### config.mk
export PLATFORM = sky130hd
export DESIGN_NAME = stc_prog_flat
export DESIGN_NICKNAME = d
export VERILOG_FILES = /design/src/rtl/stc_prog_if.sv /design/src/rtl/stc_prog.sv /design/src/flat_wrapper.sv
export SDC_FILE = /design/constraint.sdc
export NUM_CORES = 2
export LEC_CHECK = 0
export CAP_MARGIN = 20
export CELL_PAD_IN_SITES_DETAIL_PLACEMENT = 0
export CELL_PAD_IN_SITES_GLOBAL_PLACEMENT = 1
export CORE_ASPECT_RATIO = 1.25
export CORE_UTILIZATION = 37
export DETAILED_ROUTE_END_ITERATION = 12
export PLACE_DENSITY_LB_ADDON = 0.1
export SLEW_MARGIN = 10
export SYNTH_ARGS = -nofsm -noshare
export SYNTH_HDL_FRONTEND = slang
export SYNTH_SLANG_ARGS = --single-unit
### constraint.sdc
create_clock -name clk -period 7.8 [get_ports clk]
set_input_delay 0.78 -clock clk [delete_from_list [all_inputs] [get_ports clk]]
set_output_delay 0.78 -clock clk [all_outputs]
set_load 0.01 [all_outputs]
### src/rtl/stc_prog_if.sv
// stc_prog_if -- bundles the video stream, breakpoint-table configuration and
// status signals of stc_prog.
//   master : stimulus side, drives trig/video/config and observes outputs
//   slave  : stc_prog side
// Ports (slave view):
//   trig          in   sweep start request (level)
//   vid_in        in   DATA_W unsigned sample, qualified by vid_valid
//   vid_out       out  DATA_W gain-scaled sample, qualified by vid_out_valid
//   cfg_we        in   table entry write strobe (cfg_addr, cfg_idx, cfg_gain)
//   cfg_len_we    in   table length write strobe (cfg_len)
//   sweep_active  out  high while sweeping
//   cfg_err       out  one-cycle pulse when a config write is dropped
interface stc_prog_if #(
    parameter int DATA_W = 12,
    parameter int GAIN_W = 12,
    parameter int CNT_W  = 12,
    parameter int BP_AW  = 6
);
    logic              trig;
    logic [DATA_W-1:0] vid_in;
    logic              vid_valid;
    logic [DATA_W-1:0] vid_out;
    logic              vid_out_valid;
    logic              cfg_we;
    logic [BP_AW-1:0]  cfg_addr;
    logic [CNT_W-1:0]  cfg_idx;
    logic [GAIN_W-1:0] cfg_gain;
    logic              cfg_len_we;
    logic [BP_AW:0]    cfg_len;
    logic              sweep_active;
    logic              cfg_err;

    modport master (
        output trig, vid_in, vid_valid, cfg_we, cfg_addr, cfg_idx, cfg_gain,
               cfg_len_we, cfg_len,
        input  vid_out, vid_out_valid, sweep_active, cfg_err
    );

    modport slave (
        input  trig, vid_in, vid_valid, cfg_we, cfg_addr, cfg_idx, cfg_gain,
               cfg_len_we, cfg_len,
        output vid_out, vid_out_valid, sweep_active, cfg_err
    );
endinterface

### src/rtl/stc_prog.sv
// stc_prog -- sample-count-driven programmable gain for a video stream.
// A trigger starts a sweep; every accepted sample advances a counter, and when
// the counter reaches the sample index of the next breakpoint table entry the
// entry's gain becomes the current gain. Samples are scaled by the gain
// (unsigned Q1.(GAIN_W-1)) with saturation through a 2-stage pipeline.
// Ports:
//   clk  in  single clock, rising edge
//   rst  in  asynchronous active-low reset
//   bus  slave modport of stc_prog_if (video, config, status)
module stc_prog #(
    parameter int DATA_W       = 12,
    parameter int GAIN_W       = 12,
    parameter int CNT_W        = 12,
    parameter int SAMPLE_LIMIT = 2626,
    parameter int BP_AW        = 6,
    parameter int RETRIG       = 0
) (
    input logic       clk,
    input logic       rst,
    stc_prog_if.slave bus
);
    localparam int DEPTH  = 1 << BP_AW;
    localparam int PROD_W = DATA_W + GAIN_W;

    localparam logic [0:0]        ST_IDLE  = 1'b0;
    localparam logic [0:0]        ST_SWEEP = 1'b1;
    localparam logic [CNT_W-1:0]  LIMIT    = CNT_W'(SAMPLE_LIMIT);
    localparam logic [GAIN_W-1:0] UNITY    = {1'b1, {(GAIN_W-1){1'b0}}};
    localparam logic [DATA_W-1:0] MAX_OUT  = {DATA_W{1'b1}};

    logic [0:0]        state_r;
    logic [CNT_W-1:0]  count_r;
    logic [BP_AW:0]    ptr_r;
    logic [GAIN_W-1:0] gain_cur_r;
    logic [BP_AW:0]    len_r;
    logic [PROD_W-1:0] prod_r;
    logic              v1_r;
    logic [DATA_W-1:0] out_r;
    logic              v2_r;
    logic              cfg_err_r;

    logic [CNT_W-1:0]  idx_mem  [DEPTH];
    logic [GAIN_W-1:0] gain_mem [DEPTH];

    logic              in_sweep_s;
    logic [CNT_W-1:0]  eff_count_s;
    logic [BP_AW:0]    eff_ptr_s;
    logic [CNT_W-1:0]  entry_idx_s;
    logic [GAIN_W-1:0] entry_gain_s;
    logic              match_s;
    logic [GAIN_W-1:0] gain_use_s;
    logic              cfg_req_s;
    logic              cfg_ok_s;
    logic              cfg_drop_s;

    // Drop the Q1 fraction bits and clamp anything above the output range.
    function automatic logic [DATA_W-1:0] sat_scale(input logic [PROD_W-1:0] p);
        logic [PROD_W-1:0] sh;
        sh = p >> (GAIN_W - 1);
        if (|sh[PROD_W-1:DATA_W]) begin
            return MAX_OUT;
        end else begin
            return sh[DATA_W-1:0];
        end
    endfunction

    // Breakpoint match, gain selection and config write qualification.
    always_comb begin
        in_sweep_s   = (state_r == ST_SWEEP);
        eff_count_s  = count_r;
        eff_ptr_s    = ptr_r;
        entry_idx_s  = {CNT_W{1'b0}};
        entry_gain_s = {GAIN_W{1'b0}};
        match_s      = 1'b0;
        gain_use_s   = gain_cur_r;
        cfg_req_s    = bus.cfg_we | bus.cfg_len_we;
        cfg_ok_s     = 1'b0;
        cfg_drop_s   = 1'b0;
        // A retrigger restarts the sweep in this very cycle, so a sample
        // accepted alongside it already sees count 0 and entry 0.
        if (in_sweep_s && (RETRIG != 0) && bus.trig) begin
            eff_count_s = {CNT_W{1'b0}};
            eff_ptr_s   = {(BP_AW+1){1'b0}};
        end else begin
            eff_count_s = count_r;
            eff_ptr_s   = ptr_r;
        end
        entry_idx_s  = idx_mem[eff_ptr_s[BP_AW-1:0]];
        entry_gain_s = gain_mem[eff_ptr_s[BP_AW-1:0]];
        if (in_sweep_s && bus.vid_valid && (eff_ptr_s < len_r) &&
            (eff_count_s == entry_idx_s)) begin
            match_s    = 1'b1;
            gain_use_s = entry_gain_s;
        end else begin
            match_s    = 1'b0;
            gain_use_s = gain_cur_r;
        end
        // The table is only writable while idle and not starting a sweep.
        if (cfg_req_s && !in_sweep_s && !bus.trig) begin
            cfg_ok_s   = 1'b1;
            cfg_drop_s = 1'b0;
        end else begin
            cfg_ok_s   = 1'b0;
            cfg_drop_s = cfg_req_s;
        end
    end

    // Sweep FSM, sample counter, breakpoint pointer, current gain and length.
    always_ff @(posedge clk or negedge rst) begin
        if (!rst) begin
            state_r    <= ST_IDLE;
            count_r    <= LIMIT;
            ptr_r      <= {(BP_AW+1){1'b0}};
            gain_cur_r <= UNITY;
            len_r      <= {(BP_AW+1){1'b0}};
            cfg_err_r  <= 1'b0;
        end else begin
            case (state_r)
                ST_IDLE: begin
                    if (bus.trig) begin
                        state_r <= ST_SWEEP;
                        count_r <= {CNT_W{1'b0}};
                        ptr_r   <= {(BP_AW+1){1'b0}};
                    end else begin
                        count_r <= LIMIT;
                    end
                end
                ST_SWEEP: begin
                    if (bus.vid_valid) begin
                        // The sample taken at the limit is the last of the sweep.
                        if (eff_count_s == LIMIT) begin
                            state_r <= ST_IDLE;
                            count_r <= LIMIT;
                        end else begin
                            count_r <= eff_count_s + CNT_W'(1);
                        end
                    end else begin
                        count_r <= eff_count_s;
                    end
                    ptr_r <= match_s ? (eff_ptr_s + (BP_AW+1)'(1)) : eff_ptr_s;
                end
                default: begin
                    state_r <= ST_IDLE;
                    count_r <= LIMIT;
                    ptr_r   <= {(BP_AW+1){1'b0}};
                end
            endcase
            if (match_s) begin
                gain_cur_r <= entry_gain_s;
            end
            if (cfg_ok_s && bus.cfg_len_we) begin
                len_r <= bus.cfg_len;
            end
            cfg_err_r <= cfg_drop_s;
        end
    end

    // Breakpoint table storage; contents are not reset.
    always_ff @(posedge clk) begin
        if (cfg_ok_s && bus.cfg_we) begin
            idx_mem[bus.cfg_addr]  <= bus.cfg_idx;
            gain_mem[bus.cfg_addr] <= bus.cfg_gain;
        end
    end

    // Two-stage scaling pipeline: multiply, then shift and saturate.
    always_ff @(posedge clk or negedge rst) begin
        if (!rst) begin
            prod_r <= {PROD_W{1'b0}};
            v1_r   <= 1'b0;
            out_r  <= {DATA_W{1'b0}};
            v2_r   <= 1'b0;
        end else begin
            v1_r <= bus.vid_valid;
            if (bus.vid_valid) begin
                prod_r <= PROD_W'(bus.vid_in) * PROD_W'(gain_use_s);
            end
            v2_r <= v1_r;
            if (v1_r) begin
                out_r <= sat_scale(prod_r);
            end
        end
    end

    assign bus.vid_out       = out_r;
    assign bus.vid_out_valid = v2_r;
    assign bus.sweep_active  = (state_r == ST_SWEEP);
    assign bus.cfg_err       = cfg_err_r;
endmodule

### src/flat_wrapper.sv
// flat-port wrapper written by rule: the top's interface ports become plain ports
module stc_prog_flat 
#(
    parameter int DATA_W       = 12,
    parameter int GAIN_W       = 12,
    parameter int CNT_W        = 12,
    parameter int SAMPLE_LIMIT = 2626,
    parameter int BP_AW        = 6,
    parameter int RETRIG       = 0
)
  (clk, rst, bus_trig, bus_vid_in, bus_vid_valid, bus_cfg_we, bus_cfg_addr, bus_cfg_idx, bus_cfg_gain, bus_cfg_len_we, bus_cfg_len, bus_vid_out, bus_vid_out_valid, bus_sweep_active, bus_cfg_err);
  stc_prog_if #(.DATA_W(DATA_W), .GAIN_W(GAIN_W), .CNT_W(CNT_W), .BP_AW(BP_AW)) bus_i ();
  input logic clk;
  input logic rst;
  input wire logic [$bits(bus_i.trig)-1:0] bus_trig;
  input wire logic [$bits(bus_i.vid_in)-1:0] bus_vid_in;
  input wire logic [$bits(bus_i.vid_valid)-1:0] bus_vid_valid;
  input wire logic [$bits(bus_i.cfg_we)-1:0] bus_cfg_we;
  input wire logic [$bits(bus_i.cfg_addr)-1:0] bus_cfg_addr;
  input wire logic [$bits(bus_i.cfg_idx)-1:0] bus_cfg_idx;
  input wire logic [$bits(bus_i.cfg_gain)-1:0] bus_cfg_gain;
  input wire logic [$bits(bus_i.cfg_len_we)-1:0] bus_cfg_len_we;
  input wire logic [$bits(bus_i.cfg_len)-1:0] bus_cfg_len;
  output wire logic [$bits(bus_i.vid_out)-1:0] bus_vid_out;
  output wire logic [$bits(bus_i.vid_out_valid)-1:0] bus_vid_out_valid;
  output wire logic [$bits(bus_i.sweep_active)-1:0] bus_sweep_active;
  output wire logic [$bits(bus_i.cfg_err)-1:0] bus_cfg_err;
  assign bus_i.trig = bus_trig;
  assign bus_i.vid_in = bus_vid_in;
  assign bus_i.vid_valid = bus_vid_valid;
  assign bus_i.cfg_we = bus_cfg_we;
  assign bus_i.cfg_addr = bus_cfg_addr;
  assign bus_i.cfg_idx = bus_cfg_idx;
  assign bus_i.cfg_gain = bus_cfg_gain;
  assign bus_i.cfg_len_we = bus_cfg_len_we;
  assign bus_i.cfg_len = bus_cfg_len;
  assign bus_vid_out = bus_i.vid_out;
  assign bus_vid_out_valid = bus_i.vid_out_valid;
  assign bus_sweep_active = bus_i.sweep_active;
  assign bus_cfg_err = bus_i.cfg_err;
  stc_prog #(.DATA_W(DATA_W), .GAIN_W(GAIN_W), .CNT_W(CNT_W), .SAMPLE_LIMIT(SAMPLE_LIMIT), .BP_AW(BP_AW), .RETRIG(RETRIG)) u_core (.clk(clk), .rst(rst), .bus(bus_i));
endmodule
# --- Yosys cells after proc, flatten, opt, wreduce, memory -nomap -nowiden ---
# Memory sizes are Yosys's and may differ from the RTL's.
# Index checks and enable logic that the tools add are counted.
op_classes:
  n_addsub: 2
  n_mul: 1
  order_cmp: 1
  eq_ne: 5
  muxes: 18
  n_bitwise: 2
  reduce_logical: 10
op_table:
  columns: ["cell", "count"]
  rows:
  - ["$mux W12", 5]
  - ["$mul A12 B12 Y24", 1]
  - ["$pmux W12 S2", 1]
  - ["$mux W7", 2]
  - ["$pmux W7 S2", 1]
  - ["$add A12 B1 Y12 const B", 1]
  - ["$eq A12 B12 Y1", 1]
  - ["$eq A12 B12 Y1 const B", 1]
  - ["$mux W1", 8]
  - ["$add A7 B1 Y7 const B", 1]
  - ["$logic_and A1 B1 Y1", 7]
  - ["$lt A7 B7 Y1", 1]
  - ["$ne A2 B2 Y1 const B", 3]
  - ["$logic_not A1 Y1", 2]
  - ["$pmux W1 S2", 1]
  - ["$reduce_and A2 Y1", 1]
  - ["$not A1 Y1", 1]
  - ["$or A1 B1 Y1", 1]
totals:
  reg_bits: 78
  ram_bits: 1536
  inputBits: 55
  out_inout_bits: 15
  wordCells: 51
  memories: 2
mem_list:
  columns: ["name", "depth", "width", "read_ports", "rd_clocked_by_memory_dff", "wr", "line", "text"]
  rows:
  - ["u_core.gain_mem", 64, 12, 1, 0, 1, "stc_prog.sv:43", "logic [GAIN_W-1:0] gain_mem [DEPTH];"]
  - ["u_core.idx_mem", 64, 12, 1, 0, 1, "stc_prog.sv:42", "logic [CNT_W-1:0] idx_mem [DEPTH];"]

# --- Longest topological paths before layout ---
logic_depth:
  ltp_word: 7
  depth_mapped: 38

# --- Worst setup path before layout ---
# OpenSTA, ideal clock, no wires.
synth_path:
  kind: "register to register"
  from: "reg u_core.ptr_r[1] (netlist: u_core.eff_ptr_s[1])"
  to: "reg u_core.prod_r[21]"
  t_arrival_ps: 7976
  path_slack_ps: -303
  path_stages_with_launch: 31
  period_less_slack_ps: 8103
  path_cell_list: "dfrtp_1 > buf_4 > buf_2 > buf_2 > buf_2 > buf_2 > clkbuf_1 > clkbuf_1 > mux4_2 > mux4_2 > mux4_2 > mux2_2 > buf_2 > and2_1 > fa_1 > fa_1 > fa_1 > fa_1 > inv_1 > fa_1 > inv_1 > ha_1 > and3_1 > and2_1 > a21oi_1 > o21ai_0 > a21oi_1 > inv_1 > a21oi_1 > a211oi_1 > a311o_1"
synth_between:
  elab_chain_len: 5
  elab_cells_between_ends: 8
synth_rtl:
  columns: ["element", "line", "text"]
  rows:
  - ["start, declared", "stc_prog.sv:33", "logic [BP_AW:0] ptr_r;"]
  - ["start signal, assigned", "stc_prog.sv:113", "ptr_r <= {(BP_AW+1){1'b0}};"]
  - ["start signal, assigned", "stc_prog.sv:123", "ptr_r <= {(BP_AW+1){1'b0}};"]
  - ["start signal, assigned", "stc_prog.sv:140", "ptr_r <= match_s ? (eff_ptr_s + (BP_AW+1)'(1)) : eff_ptr_s;"]
  - ["$mem_v2 Z64 W12 or $lt A7 B7 Y1 (tied branches)", null, null]
  - ["$eq A12 B12 Y1 or $logic_and A1 B1 Y1 (tied branches)", "stc_prog.sv:91, stc_prog.sv:90", null]
  - ["$logic_and A1 B1 Y1", "stc_prog.sv:90", "if (in_sweep_s && bus.vid_valid && (eff_ptr_s < len_r) &&"]
  - ["$mux W12 (*)", "stc_prog.sv:90", null]
  - ["$mul A12 B12 Y24 (*)", "stc_prog.sv:176", "prod_r <= PROD_W'(bus.vid_in) * PROD_W'(gain_use_s);"]
  - ["end signal, assigned", "stc_prog.sv:169", "prod_r <= {PROD_W{1'b0}};"]
  - ["end signal, assigned", "stc_prog.sv:176", null]
  - ["end, declared", "stc_prog.sv:36", "logic [PROD_W-1:0] prod_r;"]
# Every way passes the cells marked *; elsewhere a longest branch is shown, timed or not.
# A chain may end at the register's enable or synchronous reset.

# --- Final worst setup path ---
layout_path:
  from: "reg u_core.ptr_r[0] (netlist: u_core.eff_ptr_s[0])"
  to: "reg u_core.prod_r[21]"
# The elaborated chain is that of the path after synthesis.

==> impl_metrics.toml <==
[clock_network]
clockRootBuffer = "clkbuf_16"
cts_sinks = 1603
cts-buffers-inserted = 167
clk_path_buf_depth = 3
htree_num_levels = 4
path_clk_slew_ns = 0.06
cts_tree = "done"
clk_latency_ns = 0.83

[global_routing]
grt_antenna_before_repair = 23
grt_pass1_wl_um = 276000
grt_use_total_pct = 21.6
grt_overflow = 0
grt_max_degree = 68
grt_pass1_vias = 36800

[critical_path]
path_class = "flop to flop"
critical_path_arrival_ns = 8.77
cp-end-kind = "flop"
cp_max_fo = 7
startpoint_type = "flop"
reg2reg_depth = 33
critPathMaxStageDelay_ns = 0.55
critPathMostFrequentCell = "fa_1"
r2r_start = "u_core.eff_ptr_s[0]"
r2r_slack_ns = -0.29
critPathSlowestCell = "fa_1"
required_ns = 8.47
r2r_end = "u_core.prod_r[21]"

[synth]
yosysSeqAreaShare_pct = 71.6
synth_area_um2 = 66800
avgSynthCellArea_um2 = 19.8
syn_inst = 3369
synth_top_cell_by_area = "edfxtp_1"
synth_edf_count = 1536
synthFlopType = "edfxtp_1"
async_reset_ff_share_pct = 4.18
synth-seq-cells = 1603
synth_area_leaders = "edfxtp_1 (69%), mux4_2 (14%), fa_1 (3.0%), dfrtp_1 (2.3%), mux2i_1 (1.3%)"
yosysTopAreaCellShare_pct = 69.1
yosysUniqueCellTypes = 74
yosys_warnings = 0
syn_nets = 3590

[floorplanning]
start_util_pct = 37.4
coreArea_um2 = 179000
io-pin-count = 70
die_width_um = 382
num_rows = 173
die_area_um2 = 182000
die_h_um = 477

[sta]
hold_viol = 0
slew_headroom_pct = 36.6
fin_hold_ws_ns = 0.367
finalCritPeriodShare_pct = 104
finalSetupViolCount = 10
min_period_ns = 8.09
fin_skew_ns = 0.0328
rsz0062_at_grt = "true"
drv_slew = 0
fmax_mhz = 124
tightest_slew_ns = 0.948
fin_ws_ns = -0.295

[layout]
final_util_pct = 45.1
final_cell_area_um2 = 80600
drive_gt1_share_pct = 34.7
nets = 4093
area_delta_synth_final_pct = 20.7

[place]
io_buffers = 69
dpl.hpwl_um = 120000
place_congestion = 0.808
place_ws_ns = -0.955
post_dp_cell_area_um2 = 73100

[min_path]
hold_path.startpoint = "bus_cfg_idx[4]"
hold-path-endpoint = "u_core.idx_mem[8][4]"
hold_depth = 1
hold_path.class = "primary input to flop"

[routing]
wl_um = 196000
vias_per_cell = 5.44
avgRoutedWirePerCell_um = 30.7
ant_nets = 0
route.detailed.drc = 0
drt-pass1-iter-count = 5
first_iter_violations = 2962
dr_total_vias = 34700

[run]
drv_cap = 0

[power]
vdd_drop_max_uv = 261
p_per_area_nw_per_um2 = 224
p_leak_uw = 0.0264
fin_total_pwr_uw = 18000

[run_status]
violations = "negative setup slack"
status = "finished with violations"
[cells in the final DEF (no fill, tap or decap), types with 23 or more instances in the layout]
master / count
edfxtp_1: 1536
mux4_2: 408
buf_4: 333
clkbuf_16: 173
nand2_1: 155
inv_1: 115
fa_1: 90
mux2i_1: 77
nor2_1: 62
nor2_4: 62
buf_12: 57
dfrtp_1: 56
ha_1: 54
and2_1: 52
clkdlybuf4s50_1: 44
clkinv_1: 37
a22oi_1: 29
o21ai_0: 29
a21oi_1: 28
clkinv_2: 28
buf_6: 27
clkbuf_1: 26
nand2b_1: 23
[how the worst max path moves through the flow]
stage,start,endpoint,slack [ns],cells past startpoint
2_1_floorplan,u_core.eff_ptr_s[0],u_core.prod_r[21],0.0007,31
3_3_place_gp,u_core.eff_ptr_s[0],u_core.prod_r[20],-0.95,32
5_1_grt,u_core.eff_ptr_s[0],u_core.prod_r[21],-0.56,34
4_1_cts,u_core.eff_ptr_s[0],u_core.prod_r[22],-0.34,31
6_report,u_core.eff_ptr_s[0],u_core.prod_r[21],-0.29,33
3_5_place_dp,u_core.eff_ptr_s[0],u_core.prod_r[21],-0.95,33
[report_power, final]
group          internal, µW  switching, µW
combinational           292            413
sequential             9480           52.9
clock                  4400           3390
[flip-flops by register name, indices dropped and copies added (netlist names)]
| register | cells |
|---|---|
| u_core.bus.cfg_err | 1 |
| u_core.gain_cur_r | 12 |
| u_core.eff_ptr_s | 7 |
| u_core.prod_r | 13 |
| u_core.count_r | 12 |
| u_core.gain_mem | 768 |
| u_core.bus.sweep_active | 1 |
| u_core.len_r | 7 |
| u_core.v1_r | 1 |
| u_core.idx_mem | 768 |
| u_core.bus.vid_out_valid | 1 |
| u_core.bus.vid_out | 12 |
[cell type report]
class	count	area (µm²)
tap	2362	2960
clock inverter	101	831
fill	15300	98000
sequential	1603	47800
antenna	4	10.0
multi-input combinational	1466	18900
inverter	129	487
timing repair buffer	505	5080
clock buffer	201	4450
[through the flow]
step,cells,TNS [ns]
after floorplan,3369,0
after global placement,5981,-9.39
after detailed placement,5985,-9.37
after CTS,6343,-2.49
after global routing,6369,-4.78
final,6371,-1.69
[critical path, delay by kind of cell, from the launching register on]
| family | cells | cell delay, ns |
|---|---|---|
| buffers and inverters | 9 | 1.06 |
| flip-flops | 1 | 0.51 |
| adder cells (fa/ha/maj) | 6 | 2.63 |
| multiplexers | 2 | 0.73 |
| AND/OR/NAND/NOR | 2 | 0.28 |
| XOR/XNOR | 1 | 0.17 |
| AO/OA/AOI/OAI | 13 | 2.50 |
[cell usage after synthesis (7+ instances only)]
cell / number
edfxtp_1: 1536
mux4_2: 408
nand2_1: 169
inv_1: 129
nor2_1: 129
fa_1: 99
mux2i_1: 84
clkbuf_1: 82
ha_1: 67
and2_1: 64
dfrtp_1: 62
buf_2: 51
a21oi_1: 45
o21ai_0: 40
a22oi_1: 35
mux2_2: 29
nand3_1: 28
o22ai_1: 24
nand2b_1: 23
nor2b_1: 23
xnor2_1: 17
a21o_1: 14
a31oi_1: 13
buf_4: 13
buf_6: 13
a211oi_1: 11
and3_1: 11
nand3b_1: 10
a221oi_1: 9
nand4_1: 9
o211ai_1: 9
nor3_1: 7
xor2_1: 7
[kinds of logic after synthesis]
| family | share of synthesized area, % |
|---|---|
| AND/OR/NAND/NOR | 3.65 |
| AO/OA/AOI/OAI | 2.52 |
| multiplexers | 15.5 |
| XOR/XNOR | 0.315 |
| buffers and inverters | 2.14 |
| flip-flops | 71.6 |
| adder cells (fa/ha/maj) | 4.22 |
[per-layer routing]
metal	GRT usage, %	vias up	share of wire, %
li1	-	14600	-
met1	28.2	18800	41
met2	36.5	1014	50
met3	4.20	268	6.0
met4	6.12	8	2.6
met5	0	-	0.024
[what timing repair did]
action                                 CTS  global route
resized for setup                      175            84
setup buffers                           49             9
hold buffers                             0             1
pin swaps                               65            57
endpoints found under the hold margin    0            22
setup endpoints to repair               13            13
cloned                                  10             1
No activity file was read; power rests on OpenSTA's default activity.
